### config.mk
export PLATFORM = sky130hd
export DESIGN_NAME = weight_serializer
export DESIGN_NICKNAME = d
export VERILOG_FILES = /design/src/rtl/wser_pkg.sv /design/src/rtl/weight_serializer.sv
export SDC_FILE = /design/constraint.sdc
export NUM_CORES = 1
export LEC_CHECK = 0
export BUFFER_PORTS_ARGS = -buffer_cell sky130_fd_sc_hd__buf_2
export CORE_ASPECT_RATIO = 0.75
export CORE_MARGIN = 2
export CORE_UTILIZATION = 50
export CTS_CLUSTER_DIAMETER = 40
export CTS_CLUSTER_SIZE = 40
export DETAILED_ROUTE_END_ITERATION = 16
export PLACE_DENSITY = 0.72
export SETUP_SLACK_MARGIN = 0.4
export SLEW_MARGIN = 20
export SYNTH_ARGS = -nofsm -noshare
export SYNTH_HDL_FRONTEND = slang
export SYNTH_SLANG_ARGS = --single-unit
export TNS_END_PERCENT = 10
### constraint.sdc
create_clock -name clk -period 3.6 [get_ports clk]
set_input_delay 0.18 -clock clk [delete_from_list [all_inputs] [get_ports clk]]
set_output_delay 0.18 -clock clk [all_outputs]
set_load 0.005 [all_outputs]
### src/rtl/wser_pkg.sv
// rtl/wser_pkg.sv - shared state type and constants for the weight serializer
package wser_pkg;

  typedef enum logic {
    IDLE  = 1'b0,
    SHIFT = 1'b1
  } state_t;

  localparam int MAX_PREC = 8;

endpackage

### src/rtl/weight_serializer.sv
// rtl/weight_serializer.sv - parallel weight word to downstream bit-FIFO serializer
// Optional WSER_MSB_FIRST_EN: emit MSB first (bit P-1 down to 0) instead of LSB first.
module weight_serializer
  import wser_pkg::*;
#(
  parameter int DATA_W = MAX_PREC,
  parameter int PREC_W = 4
) (
  input  logic              clk,
  input  logic              rst,
  input  logic              in_valid,
  output logic              in_ready,
  input  logic [DATA_W-1:0] in_data,
  input  logic [PREC_W-1:0] precision,
  input  logic              full,
  output logic              wr_en,
  output logic              din,
  output logic              last,
  output logic              busy
);

  localparam int CNT_W = $clog2(DATA_W + 1);

  state_t            state;
  state_t            state_nxt;
  logic [DATA_W-1:0] sreg;
  logic [DATA_W-1:0] load_word;
  logic [DATA_W-1:0] shift_word;
  logic [CNT_W-1:0]  cnt;
  logic [CNT_W-1:0]  prec_q;
  logic [CNT_W-1:0]  eff_prec;
  logic              accept;

  // Zero or oversized precision means "the whole word".
  always_comb begin
    eff_prec = CNT_W'(DATA_W);
    if (precision != '0 && 32'(precision) <= DATA_W) begin
      eff_prec = CNT_W'(precision);
    end
  end

`ifdef WSER_MSB_FIRST_EN
  // Left-justify bit P-1 so the top of the register is always the next bit.
  assign load_word  = in_data << (CNT_W'(DATA_W) - eff_prec);
  assign shift_word = sreg << 1;
  assign din        = busy & sreg[DATA_W-1];
`else
  assign load_word  = in_data;
  assign shift_word = sreg >> 1;
  assign din        = busy & sreg[0];
`endif

  always_ff @(posedge clk or negedge rst) begin
    if (!rst) begin
      state <= IDLE;
    end else begin
      state <= state_nxt;
    end
  end

  always_comb begin
    state_nxt = state;
    busy      = (state == SHIFT);
    last      = busy && (cnt == prec_q - CNT_W'(1));
    wr_en     = busy && !full;
    in_ready  = !busy || (last && !full);
    accept    = in_valid && in_ready;
    if (accept) begin
      state_nxt = SHIFT;
    end else if (wr_en && last) begin
      state_nxt = IDLE;
    end
  end

  // While full is high nothing moves, so din/last/cnt hold by construction.
  always_ff @(posedge clk or negedge rst) begin
    if (!rst) begin
      sreg   <= '0;
      cnt    <= '0;
      prec_q <= '0;
    end else if (accept) begin
      sreg   <= load_word;
      cnt    <= '0;
      prec_q <= eff_prec;
    end else if (wr_en) begin
      sreg   <= shift_word;
      cnt    <= cnt + CNT_W'(1);
    end
  end

endmodule

# Word level (Yosys, flattened, before mapping)
# Index checks and enable logic that the tools add are counted.
[word_totals] regBits=17 latchBits=0 ramBits=0 romBits=0 inputBits=16 output_inout_bits=5 mem_count=0
[op_classes] add_sub_neg=2 n_mul=0 div_mod_pow=0 order_cmp=1 eq_ne=1 n_shift=0 muxes=7 n_bitwise=1 n_reduce_logical=12
[op_table] op="8-bit 2-to-1 mux" n=2
[op_table] op="4-bit 2-to-1 mux" n=3
[op_table] op="1-bit logical AND" n=6
[op_table] op="4-bit by 1-bit adder with 4-bit output, second input constant" n=1
[op_table] op="4-bit equality test" n=1
[op_table] op="4-bit <= comparator, second input constant" n=1
[op_table] op="2-bit nonzero test" n=2
[op_table] op="4-bit nonzero test" n=1
[op_table] op="4-bit by 1-bit subtractor with 4-bit output, second input constant" n=1
[op_table] op="1-bit zero test" n=2
[op_table] op="1-bit 2-to-1 mux" n=2
[op_table] op="1-bit AND" n=1
[op_table] op="1-bit logical OR" n=1

# Logic depth before layout (Yosys ltp)
# Gate-level depths: netlist (run 1).
[logic_depth] ltp_word=7 ltp_mapped=8 depth_no_buf=6

# Least setup slack after synthesis (run 1)
# OpenSTA, ideal clock, no wires.
[synth_timing] kind="register -> register" from="register prec_q[0]" to="register prec_q[2]" arrival_ns=1.857 required_time_ns=3.475 setup_slack_ns=1.618 stages_incl_launch_ff=9 n_path_buf=2 cell_sequence="dfrtp_1 -> inv_1 -> ha_1 -> xor2_1 -> nand4_1 -> o32a_1 -> buf_6 -> buf_12 -> mux2_4"
[synth_between] elab_chain_cells=6
[synth_rtl] element="start, declared" line_no="weight_serializer.sv:30" source="logic [CNT_W-1:0] prec_q;"
[synth_rtl] element="start signal, assigned" line_no="weight_serializer.sv:84" source="prec_q <= eff_prec;"
[synth_rtl] element="4-bit by 1-bit subtractor with 4-bit output" line_no="weight_serializer.sv:64" source="last = busy && (cnt == prec_q - CNT_W'(1));"
[synth_rtl] element="4-bit equality test" line_no="weight_serializer.sv:64"
[synth_rtl] element="1-bit logical AND" line_no="weight_serializer.sv:64"
[synth_rtl] element="1-bit logical AND" line_no="weight_serializer.sv:66" source="in_ready = !busy || (last && !full);"
[synth_rtl] element="1-bit logical OR" line_no="weight_serializer.sv:66"
[synth_rtl] element="1-bit logical AND" line_no="weight_serializer.sv:67" source="accept = in_valid && in_ready;"
# Every way passes these cells.
# A chain may end at the register's enable or synchronous reset.

# Final worst setup path (run 1)
[layout_timing] from="register prec_q[0]" to="register sreg[0]"
[layout_between] elab_chain_cells=7 word_cells_on_any_way=8 classes_between="add/sub (1); eq/ne (1); mux (1); reduce/logical (5)"
[layout_rtl] element="4-bit by 1-bit subtractor with 4-bit output (*)" line_no="weight_serializer.sv:64"
[layout_rtl] element="4-bit equality test (*)" line_no="weight_serializer.sv:64"
[layout_rtl] element="1-bit logical AND (*)" line_no="weight_serializer.sv:64"
[layout_rtl] element="1-bit logical AND (*)" line_no="weight_serializer.sv:66"
[layout_rtl] element="1-bit logical OR (*)" line_no="weight_serializer.sv:66"
[layout_rtl] element="1-bit logical AND (*)" line_no="weight_serializer.sv:67"
[layout_rtl] element="8-bit 2-to-1 mux / 2-bit nonzero test (equally long branches)"
[layout_rtl] element="end signal, assigned" line_no="weight_serializer.sv:82" source="sreg <= load_word;"
[layout_rtl] element="end signal, assigned" line_no="weight_serializer.sv:86" source="sreg <= shift_word;"
[layout_rtl] element="end, declared" line_no="weight_serializer.sv:26" source="logic [DATA_W-1:0] sreg;"
# Every way passes the cells marked *; elsewhere a longest branch is shown, timed or not.

==> results.sh, run 1 <==
export IMPL_routabilityCongestion=0.707
export IMPL_post_dp_cell_area_um2=1060
export IMPL_grt_first_pass_wirelength_um=2960
export IMPL_drc_errors=0
export IMPL_crit_chain="inv_1 > ha_1 > xor2_1 > nand4_1 > o32a_1 > mux2_2"
export IMPL_synth_area_top_cells="dfrtp_1, nand2_1, mux2_2"
export IMPL_seq_area_frac_synth=0.440
export IMPL_yosysMostFrequentCell="nand2_1"
export IMPL_overflow=0
export IMPL_power_mw=0.829
export IMPL_drive_above_1_share=0.302
export IMPL_synth_ff_type="dfrtp_1"
export IMPL_cts_tree="built"
export IMPL_hpwl_um=1300
export IMPL_antenna_left=0
export IMPL_yosys_area_share_simple=0.202
export IMPL_crit_path_max_fanout=15
export IMPL_yosys_area_share_adder=0.0259
export IMPL_pwr_density_cell_nw_per_um2=759
export IMPL_htreeDepth=1
export IMPL_rsz0062_at_grt="false"
export IMPL_async_flop_share=1.00
export IMPL_wl_per_cell_um=12.4
export IMPL_finalNonFillerCells=138
export IMPL_finalSetupTns_ns=0
export IMPL_setup_viol=0
export IMPL_maxCapViolCount=0
export IMPL_hold_class="in -> reg"
export IMPL_antenna_found_initial=0
export IMPL_die_y_um=42.1
export IMPL_io_buffers=20
export IMPL_path_class="reg -> reg"
export IMPL_synth_compound_area_frac=0.0401
export IMPL_cts_resized=0
export IMPL_synthCells=95
export IMPL_p_leak_nw=0.596
export IMPL_syn_to_final_growth_pct=12.9
export IMPL_max_freq_ghz=0.451
export IMPL_io_pin_count=21
export IMPL_placedCellCount=133
export IMPL_cts_buffer_depth=2
export IMPL_fin_util=0.616
export IMPL_hold_worst_slack_ns=0.110
export IMPL_skew_ns=0.00216
export IMPL_post_route_period_util=0.616
export IMPL_synthXorXnorAreaFrac=0.0867
export IMPL_ys_warn_count=0
export IMPL_rows=13
export IMPL_critPathArrivalTime_ns=2.40
export IMPL_fin_crit_ns=2.22
export IMPL_cts_root_buf="clkbuf_4"
export IMPL_fin_nets=135
export IMPL_critPathLaunchType="flop"
export IMPL_relSlewSlack=0.508
export IMPL_peakVddDrop_uv=526
export IMPL_die_area_um2=2310
export IMPL_worst_slack_ns=1.38
export IMPL_initialDrtViolationCount=2
export IMPL_viasPerCell=5.08
export IMPL_slowest_stage="o32a_1"
export IMPL_coreArea_um2=1770
export IMPL_grt_max_degree=18
export IMPL_cp_required_ns=3.79
export IMPL_yosys_cell_types_count=27
export IMPL_grt_total_usage=0.187
export IMPL_synth_largest_area_cell="dfrtp_1"
export IMPL_synthTopCellsByCount="nand2_1, dfrtp_1, inv_1, mux2_2, xnor2_1"
export IMPL_slew_violations=0
export IMPL_tightestPinTransition_ns=0.737
export IMPL_ys_seq_elements=17
export IMPL_synth_top_family_by_area="simple AND/OR/NAND/NOR gates"
export IMPL_avgSynthCellArea_um2=10.2
export IMPL_finalHoldViolCount=0
export IMPL_num_antenna_cells=0
export IMPL_clk_latency_ns=0.29
export IMPL_clk_pin_slew_worst_paths_ns=0.10
export IMPL_fp_dieW_um=54.8
export IMPL_vias=701
export IMPL_cpPeakStageDelay_ns=0.66
export IMPL_clock_sinks=17
export IMPL_outcome="finished clean"
export IMPL_synth_edf_count=0
export IMPL_first_global_vias=671
export IMPL_dr_pass1_iters=3
export IMPL_synth_top_cell_area_share=0.440
export IMPL_routed_wirelength_um=1720
export IMPL_synthMuxAreaShare=0.146
export IMPL_pre_cts_ws_ns=1.38
export IMPL_synth_area_um2=967
export IMPL_endpoint_kind="flop"
export IMPL_final_area_um2=1090
export IMPL_initial_core_util=0.546
export IMPL_numCtsBuffers=3
export IMPL_synth_fp_nets=113
## timing repair
action | 4_1_cts | 5_1_grt
endpoints found under the hold margin | 17 | 0
buffers inserted | 0 | 0
hold buffers | 1 | 0
## per-layer routing
| layer | vias up | part of all wire | GRT usage | routed length, um |
|---|---|---|---|---|
| met2 | 14 | 0.46 | 0.290 | 787 |
| met5 | - | 0 | 0 | 0 |
| met4 | 0 | 0.018 | 0.0750 | 31 |
| met3 | 5 | 0.052 | 0.0750 | 89 |
| met1 | 330 | 0.47 | 0.225 | 806 |
| li1 | 352 | - | - | - |
## kinds of logic (layout without fill, tap and decap cells)
logic type / count (synthesis) / in the layout
buffers and inverters: 9 / 30
flip-flops: 17 / 17
XOR/XNOR: 8 / 8
adder cells (fa/ha/maj): 2 / 2
multiplexers: 12 / 12
AND/OR/NAND/NOR: 42 / 42
AO/OA/AOI/OAI: 5 / 5
## flip-flops by register name (all words and copies together) (netlist names)
register and cells:
prec_q 4, busy 1, cnt 4, sreg 8
## critical path: cells and delay by family (launching register included)
| kind | cells | cell delay (ns) |
|---|---|---|
| xor gates and xnor gates | 1 | 0.14 |
| muxes | 1 | 0.42 |
| adders and majority gates | 1 | 0.30 |
| buffers and inverters | 1 | 0.07 |
| and+or+nand+nor | 1 | 0.13 |
| DFF | 1 | 0.39 |
| AOI/OAI and AO/OA | 1 | 0.66 |
## layout make-up
cell class	count	area, um2
Fill cell	163	681
Multi-Input combinational cell	69	484
Sequential cell	17	425
Timing Repair Buffer	21	110
Tap cell	22	27.5
Clock buffer	4	26.3
Inverter	5	18.8
## power by group
part           total [mW]  switching [mW]  internal, mW
Combinational       0.388           0.170         0.218
Sequential          0.336          0.0658         0.271
Clock               0.104          0.0612        0.0432
## layout by cell type (no fill, tap or decap)
master         count
o31ai_1            1
xnor2_1            5
xnor3_1            1
clkbuf_1           1
and2b_1            1
nor3_1             2
nand4_1            2
nor2_1             3
or2b_1             1
and2_1             1
ha_1               2
mux2i_1            4
mux2_4             3
nand2b_1           3
nand3_1            1
mux2_2             5
inv_1              5
nand2_1           25
clkbuf_4           3
o21ai_0            1
dlygate4sd3_1      1
a31o_2             1
dfrtp_1           17
o32a_1             1
a21boi_0           1
xor2_1             2
buf_2             20
and2_2             3
## path summary, 6_finish.rpt
kind | slack, ns | depth (start not counted) | startpoint | to
setup / recovery | 1.38 | 6 | prec_q[0] | sreg[0]
min in group asynchronous | 0.33 | 2 | rst | prec_q[3]
hold reg to reg | 0.55 | 2 | prec_q[3] | prec_q[3]
hold / removal | 0.11 | 2 | in_data[1] | sreg[1]
max in group asynchronous | 2.99 | 2 | rst | prec_q[0]
setup reg to reg | 1.38 | 6 | prec_q[0] | sreg[0]
No activity file was read; power rests on OpenSTA's default activity.
==> run 2, diff against run 1 <==
--- a/config.mk
+++ b/config.mk
@@ -8,11 +8,11 @@
 export BUFFER_PORTS_ARGS = -buffer_cell sky130_fd_sc_hd__buf_2
 export CORE_ASPECT_RATIO = 0.75
 export CORE_MARGIN = 2
-export CORE_UTILIZATION = 50
+export CORE_UTILIZATION = 47
 export CTS_CLUSTER_DIAMETER = 40
 export CTS_CLUSTER_SIZE = 40
 export DETAILED_ROUTE_END_ITERATION = 16
-export PLACE_DENSITY = 0.72
+export PLACE_DENSITY = 0.71
 export SETUP_SLACK_MARGIN = 0.4
 export SLEW_MARGIN = 20
 export SYNTH_ARGS = -nofsm -noshare
==> constraint.sdc (replaced) <==
create_clock -name clk -period 2 [get_ports clk]
set_input_delay 0.1 -clock clk [delete_from_list [all_inputs] [get_ports clk]]
set_output_delay 0.1 -clock clk [all_outputs]
set_load 0.005 [all_outputs]
==> run 2 against run 1 <==
Net effect:
- clock-buffer cell count did not move
- combinational power rose to 2.5 times the previous value
- flip-flop and latch count unchanged
- setup slack lost 1.3 ns
- non-clock buffer count grew 10
- largest cell class unchanged
==> results.sh, run 2 (synthesis results as in run 1) <==
export IMPL_layout_commonest_cell="nand2_1"
export IMPL_top_register="sreg"
export IMPL_fp_dieW_um=56.4
export IMPL_setup_viol=0
export IMPL_initialDrtViolationCount=12
export IMPL_path_class="reg -> out"
export IMPL_grt_total_usage=0.185
export IMPL_most_common_layout_cells="nand2_1, buf_2, dfrtp_1"
export IMPL_clk_pin_slew_worst_paths_ns=0.10
export IMPL_io_pin_count=21
export IMPL_dr_pass1_iters=4
export IMPL_r2r_start="prec_q[1]"
export IMPL_hold_end="sreg[1]"
export IMPL_die_y_um=43.3
export IMPL_pre_cts_ws_ns=0.152
export IMPL_largest_register_ffs=8
export IMPL_antenna_left=0
export IMPL_critPathTopFamily="buffers and inverters"
export IMPL_reg2reg_slack_ns=0.12
export IMPL_first_global_vias=726
export IMPL_overflow=0
export IMPL_fin_crit_ns=1.92
export IMPL_viasPerCell=4.97
export IMPL_hold_depth=2
export IMPL_outcome="finished clean"
export IMPL_syn_to_final_growth_pct=25.6
export IMPL_clk_latency_ns=0.29
export IMPL_critPathArrivalTime_ns=1.82
export IMPL_maxCapViolCount=0
export IMPL_worst_slack_ns=0.0838
export IMPL_cts_buffer_depth=2
export IMPL_vias=745
export IMPL_cts_tree="built"
export IMPL_cp_required_ns=1.90
export IMPL_peakVddDrop_uv=846
export IMPL_die_area_um2=2440
export IMPL_num_antenna_cells=0
export IMPL_clock_sinks=17
export IMPL_fin_nets=145
export IMPL_finalSetupTns_ns=0
export IMPL_io_buffers=20
export IMPL_cts_root_buf="clkbuf_4"
export IMPL_tightestPinTransition_ns=0.391
export IMPL_endpoint_kind="output port"
export IMPL_antenna_found_initial=0
export IMPL_hpwl_um=1380
export IMPL_cpPeakStageDelay_ns=0.36
export IMPL_hold_start="in_data[1]"
export IMPL_ff2ff_path_depth=7
export IMPL_skew_ns=0.0115
export IMPL_hold_class="in -> reg"
export IMPL_relSlewSlack=0.740
export IMPL_rows=14
export IMPL_r2r_end="sreg[5]"
export IMPL_crit_path_max_fanout=2
export IMPL_routabilityCongestion=0.723
export IMPL_initial_core_util=0.489
export IMPL_post_route_period_util=0.958
export IMPL_top_regs="sreg: 8 flops, cnt: 4 flops, prec_q: 4 flops"
export IMPL_routed_wirelength_um=1940
export IMPL_htreeDepth=1
export IMPL_slowest_stage="dfrtp_1"
export IMPL_grt_max_degree=18
export IMPL_pwr_density_cell_nw_per_um2=1460
export IMPL_drc_errors=0
export IMPL_p_leak_nw=0.652
export IMPL_numCtsBuffers=3
export IMPL_slew_violations=0
export IMPL_max_freq_ghz=0.522
export IMPL_path_buf_inv=3
export IMPL_wl_per_cell_um=12.9
export IMPL_rsz0062_at_grt="true"
export IMPL_drive_above_1_share=0.397
export IMPL_coreArea_um2=1980
export IMPL_finalHoldViolCount=0
export IMPL_crit_chain="inv_1 > ha_4 > xor2_1 > nand4_1 > buf_4 > o31ai_4 > buf_2"
export IMPL_critPathLaunchType="flop"
export IMPL_grt_first_pass_wirelength_um=3260
## run 2: timing repair
action | 4_1_cts | 5_1_grt
setup buffers | 1 | 3
endpoints found under the setup margin | 17 | 19
pin swaps | 0 | 3
gates resized for setup | 4 | 3
hold endpoints to repair | 17 | 0
hold buffers | 1 | 0
## run 2: worst max-delay path by stage
stage | endpoint | slack (ns) | cells after the start | start
2_1_floorplan | prec_q[2] | 0.06 | 8 | prec_q[0]
3_3_place_gp | sreg[5] | 0.18 | 7 | prec_q[0]
3_5_place_dp | sreg[6] | 0.15 | 7 | prec_q[1]
4_1_cts | sreg[5] | 0.12 | 7 | prec_q[0]
5_1_grt | in_ready | 0.004 | 7 | prec_q[0]
6_report | in_ready | 0.08 | 7 | prec_q[1]
## run 2: per-stage QoR
stage | util | instances | hold WS (ns) | power (mW) | area, um2
2_1_floorplan | - | 95 | -0.196 | 1.19 | 967
3_3_place_gp | 0.558 | 141 | 0.0461 | 1.37 | 1100
3_5_place_dp | 0.558 | 141 | 0.0423 | 1.40 | 1100
4_1_cts | 0.593 | 147 | 0.0261 | 1.68 | 1170
5_1_grt | 0.614 | 150 | 0.0226 | 1.92 | 1210
6_report | 0.614 | 150 | 0.0376 | 1.77 | 1210
## run 2: power breakdown
| group | switching (mW) | total, mW | internal (mW) |
|---|---|---|---|
| clock network | 0.103 | 0.180 | 0.0775 |
| registers | 0.129 | 0.616 | 0.487 |
| logic | 0.415 | 0.977 | 0.562 |
## run 2: metal layers
metal  wire length, um  track usage  share of wire  up-vias
met5                 0            0              0        -
met4                25       0.0571          0.013        0
met3                89       0.0671          0.046        4
met2               912        0.296           0.47       17
met1               908        0.234           0.47      352
li1                  -            -              -      372
## run 2: cell type report
cell class                 instances  area [um2]
tap                               24        30.0
fill                             169         764
inverter                           5        18.8
multi-input combinational         69         529
sequential                        17         425
clock buffer                       4        26.3
timing repair buffer              31         185
==> run 3, diff against run 2 <==
--- a/config.mk
+++ b/config.mk
@@ -5,6 +5,7 @@
 export SDC_FILE = /design/constraint.sdc
 export NUM_CORES = 1
 export LEC_CHECK = 0
+export ABC_AREA = 1
 export BUFFER_PORTS_ARGS = -buffer_cell sky130_fd_sc_hd__buf_2
 export CORE_ASPECT_RATIO = 0.75
 export CORE_MARGIN = 2
==> run 3 against run 2 <==
Net effect:
- register-to-register slack improved by 0.21 ns
- wire length increased by 4.2%
- sequential share of layout area down 0.74 points
- non-clock buffer count down 4
- clock power hardly changed
- synthesized cell count up 47%
- setup slack better by 0.21 ns
- clock-buffer cell count unchanged
- largest power group unchanged
- highest routed layer unchanged
==> results.sh, run 3 <==
export IMPL_outcome="finished clean"
export IMPL_maxCapViolCount=0
export IMPL_rsz0062_at_grt="true"
export IMPL_yosys_cell_types_count=21
export IMPL_p_sw_mw=0.661
export IMPL_path_class="reg -> out"
export IMPL_die_area_um2=2540
export IMPL_synth_edf_count=0
export IMPL_clk_pin_slew_worst_paths_ns=0.10
export IMPL_clock_sinks=17
export IMPL_synth_ff_type="dfrtp_1"
export IMPL_finalHoldViolCount=0
export IMPL_synth_fp_nets=158
export IMPL_internal_power_mw=0.920
export IMPL_fin_crit_ns=1.70
export IMPL_viasPerCell=4.83
export IMPL_syn_to_final_growth_pct=22.9
export IMPL_synthMuxAreaShare=0.00991
export IMPL_endpoint_kind="output port"
export IMPL_yosys_area_share_simple=0.379
export IMPL_ys_seq_elements=17
export IMPL_antenna_found_initial=0
export IMPL_yosys_area_share_adder=0.0248
export IMPL_critPathArrivalTime_ns=1.60
export IMPL_synth_largest_area_cell="dfrtp_1"
export IMPL_wl_per_cell_um=10.5
export IMPL_most_common_layout_cells="nand2_1, buf_2, dfrtp_1"
export IMPL_avgSynthCellArea_um2=7.21
export IMPL_fp_dieW_um=57.5
export IMPL_setup_viol=0
export IMPL_first_global_vias=840
export IMPL_async_flop_share=1.00
export IMPL_htreeDepth=1
export IMPL_synth_area_top_cells="dfrtp_1, nand2_1, inv_1"
export IMPL_routed_wirelength_um=2020
export IMPL_yosysMostFrequentCell="nand2_1"
export IMPL_die_y_um=44.1
export IMPL_synth_top_cell_area_share=0.421
export IMPL_io_buffers=20
export IMPL_synthTopCellsByCount="nand2_1, inv_1, dfrtp_1"
export IMPL_combPwrFrac=0.490
export IMPL_numCtsBuffers=3
export IMPL_clk_latency_ns=0.29
export IMPL_fill_cells=188
export IMPL_synth_compound_area_frac=0.0397
export IMPL_top_regs="sreg: 8 flops, cnt: 4 flops, prec_q: 4 flops"
export IMPL_critPathLaunchType="flop"
export IMPL_io_pin_count=21
export IMPL_hpwl_um=1500
export IMPL_sequentialPowerShare=0.394
export IMPL_slew_violations=0
export IMPL_synth_area_um2=1010
export IMPL_max_freq_ghz=0.587
export IMPL_skew_ns=0.00193
export IMPL_ys_warn_count=0
export IMPL_switching_share=0.418
export IMPL_p_leak_nw=0.727
export IMPL_pwr_density_cell_nw_per_um2=1270
export IMPL_layout_commonest_cell="nand2_1"
export IMPL_overflow=0
export IMPL_synth_top_family_by_area="simple AND/OR/NAND/NOR gates"
export IMPL_synthCells=140
export IMPL_grt_total_usage=0.191
export IMPL_tightestPinTransition_ns=0.393
export IMPL_crit_path_max_fanout=3
export IMPL_num_antenna_cells=0
export IMPL_vias=927
export IMPL_fin_nets=187
export IMPL_top_register="sreg"
export IMPL_initial_core_util=0.501
export IMPL_grt_first_pass_wirelength_um=3600
export IMPL_grt_max_degree=19
export IMPL_power_mw=1.58
export IMPL_seq_area_frac_synth=0.421
export IMPL_hold_class="in -> reg"
export IMPL_largest_register_ffs=8
export IMPL_cts_tree="built"
export IMPL_antenna_left=0
export IMPL_cp_required_ns=1.90
export IMPL_routabilityCongestion=0.733
export IMPL_peakVddDrop_uv=796
export IMPL_drive_above_1_share=0.274
export IMPL_synthXorXnorAreaFrac=0.0347
export IMPL_cts_buffer_depth=2
export IMPL_drc_errors=0
export IMPL_post_route_period_util=0.852
export IMPL_dr_pass1_iters=4
export IMPL_initialDrtViolationCount=31
export IMPL_rows=14
export IMPL_finalSetupTns_ns=0
export IMPL_cts_root_buf="clkbuf_4"
export IMPL_coreArea_um2=2010
export IMPL_relSlewSlack=0.738
export IMPL_clkPwrFrac=0.115
run 3: cell types whose count changed after synthesis, sizes merged, moves of 3 or more:
cell,before,now
and2,4,1
inv,5,19
mux2,8,0
mux2i,4,1
nand2,25,63
nand2b,3,0
nand3,1,14
nor2,3,9
o21ai,1,4
xnor2,5,1
run 3: cell type report:
class,instances,area [um2],area share
inverter,19,71.3,0.0575
sequential,17,425,0.343
timing repair buffer,27,168,0.135
tap,24,30.0,0.0242
clock buffer,4,26.3,0.0212
multi-input combinational,101,520,0.419
run 3: what timing repair did:
| action | 4_1_cts | 5_1_grt |
|---|---|---|
| pin swaps | 2 | 2 |
| hold buffers | 2 | 0 |
| setup endpoints to repair | 19 | 20 |
| hold endpoints to repair | 18 | 0 |
| gates resized for setup | 4 | 3 |
| setup buffers | 3 | 1 |
run 3: power groups by stage:
stage,Combinational (mW),Sequential (mW),Clock (mW)
2_1_floorplan,0.549,0.595,0
5_1_grt,0.900,0.645,0.212
3_3_place_gp,0.665,0.622,0
3_5_place_dp,0.677,0.628,0
4_1_cts,0.755,0.618,0.191
6_report,0.775,0.623,0.183
run 3: worst paths after layout:
check,cells past startpoint,to,slack [ns],startpoint
max,10,in_ready,0.30,prec_q[0]
min,3,sreg[0],0.06,in_data[0]
max reg2reg,13,sreg[7],0.33,prec_q[0]
min reg2reg,2,sreg[6],0.49,sreg[6]
max in group asynchronous,2,sreg[3],1.46,rst
min in group asynchronous,2,cnt[3],0.26,rst
run 3: worst max-delay path: stages, from the launching register on:
cell     delay, ns
dfrtp_1       0.40
inv_2         0.09
ha_4          0.21
nand2_2       0.05
inv_1         0.03
nor2_1        0.08
nand2_1       0.06
nor2_2        0.10
nand3_2       0.09
nand2_4       0.10
buf_6         0.10
run 3: logic make-up (layout without fill, tap and decap cells):
group / Yosys count / in the layout
AO/OA/AOI/OAI: 5 / 5
XOR/XNOR: 4 / 4
adder cells (fa/ha/maj): 2 / 2
buffers and inverters: 22 / 50
flip-flops: 17 / 17
multiplexers: 1 / 1
AND/OR/NAND/NOR: 89 / 89
run 3: per-stage QoR:
stage	cell area (um2)	std cells	setup slack [ns]	util	hold WS, ns
after detailed placement	1140	182	0.200	0.566	0.0516
after CTS	1230	191	0.284	0.609	0.0574
after global placement	1140	182	0.242	0.566	0.0465
after global routing	1240	192	0.147	0.616	0.0597
after floorplan	1030	140	0.343	-	-0.196
final	1240	192	0.297	0.616	0.0585
run 3: metal layers:
layer	global-route usage	vias up	share of wire
li1	-	483	-
met1	0.250	420	0.48
met2	0.300	22	0.45
met3	0.0585	2	0.051
met4	0.0744	0	0.012
met5	0	-	0
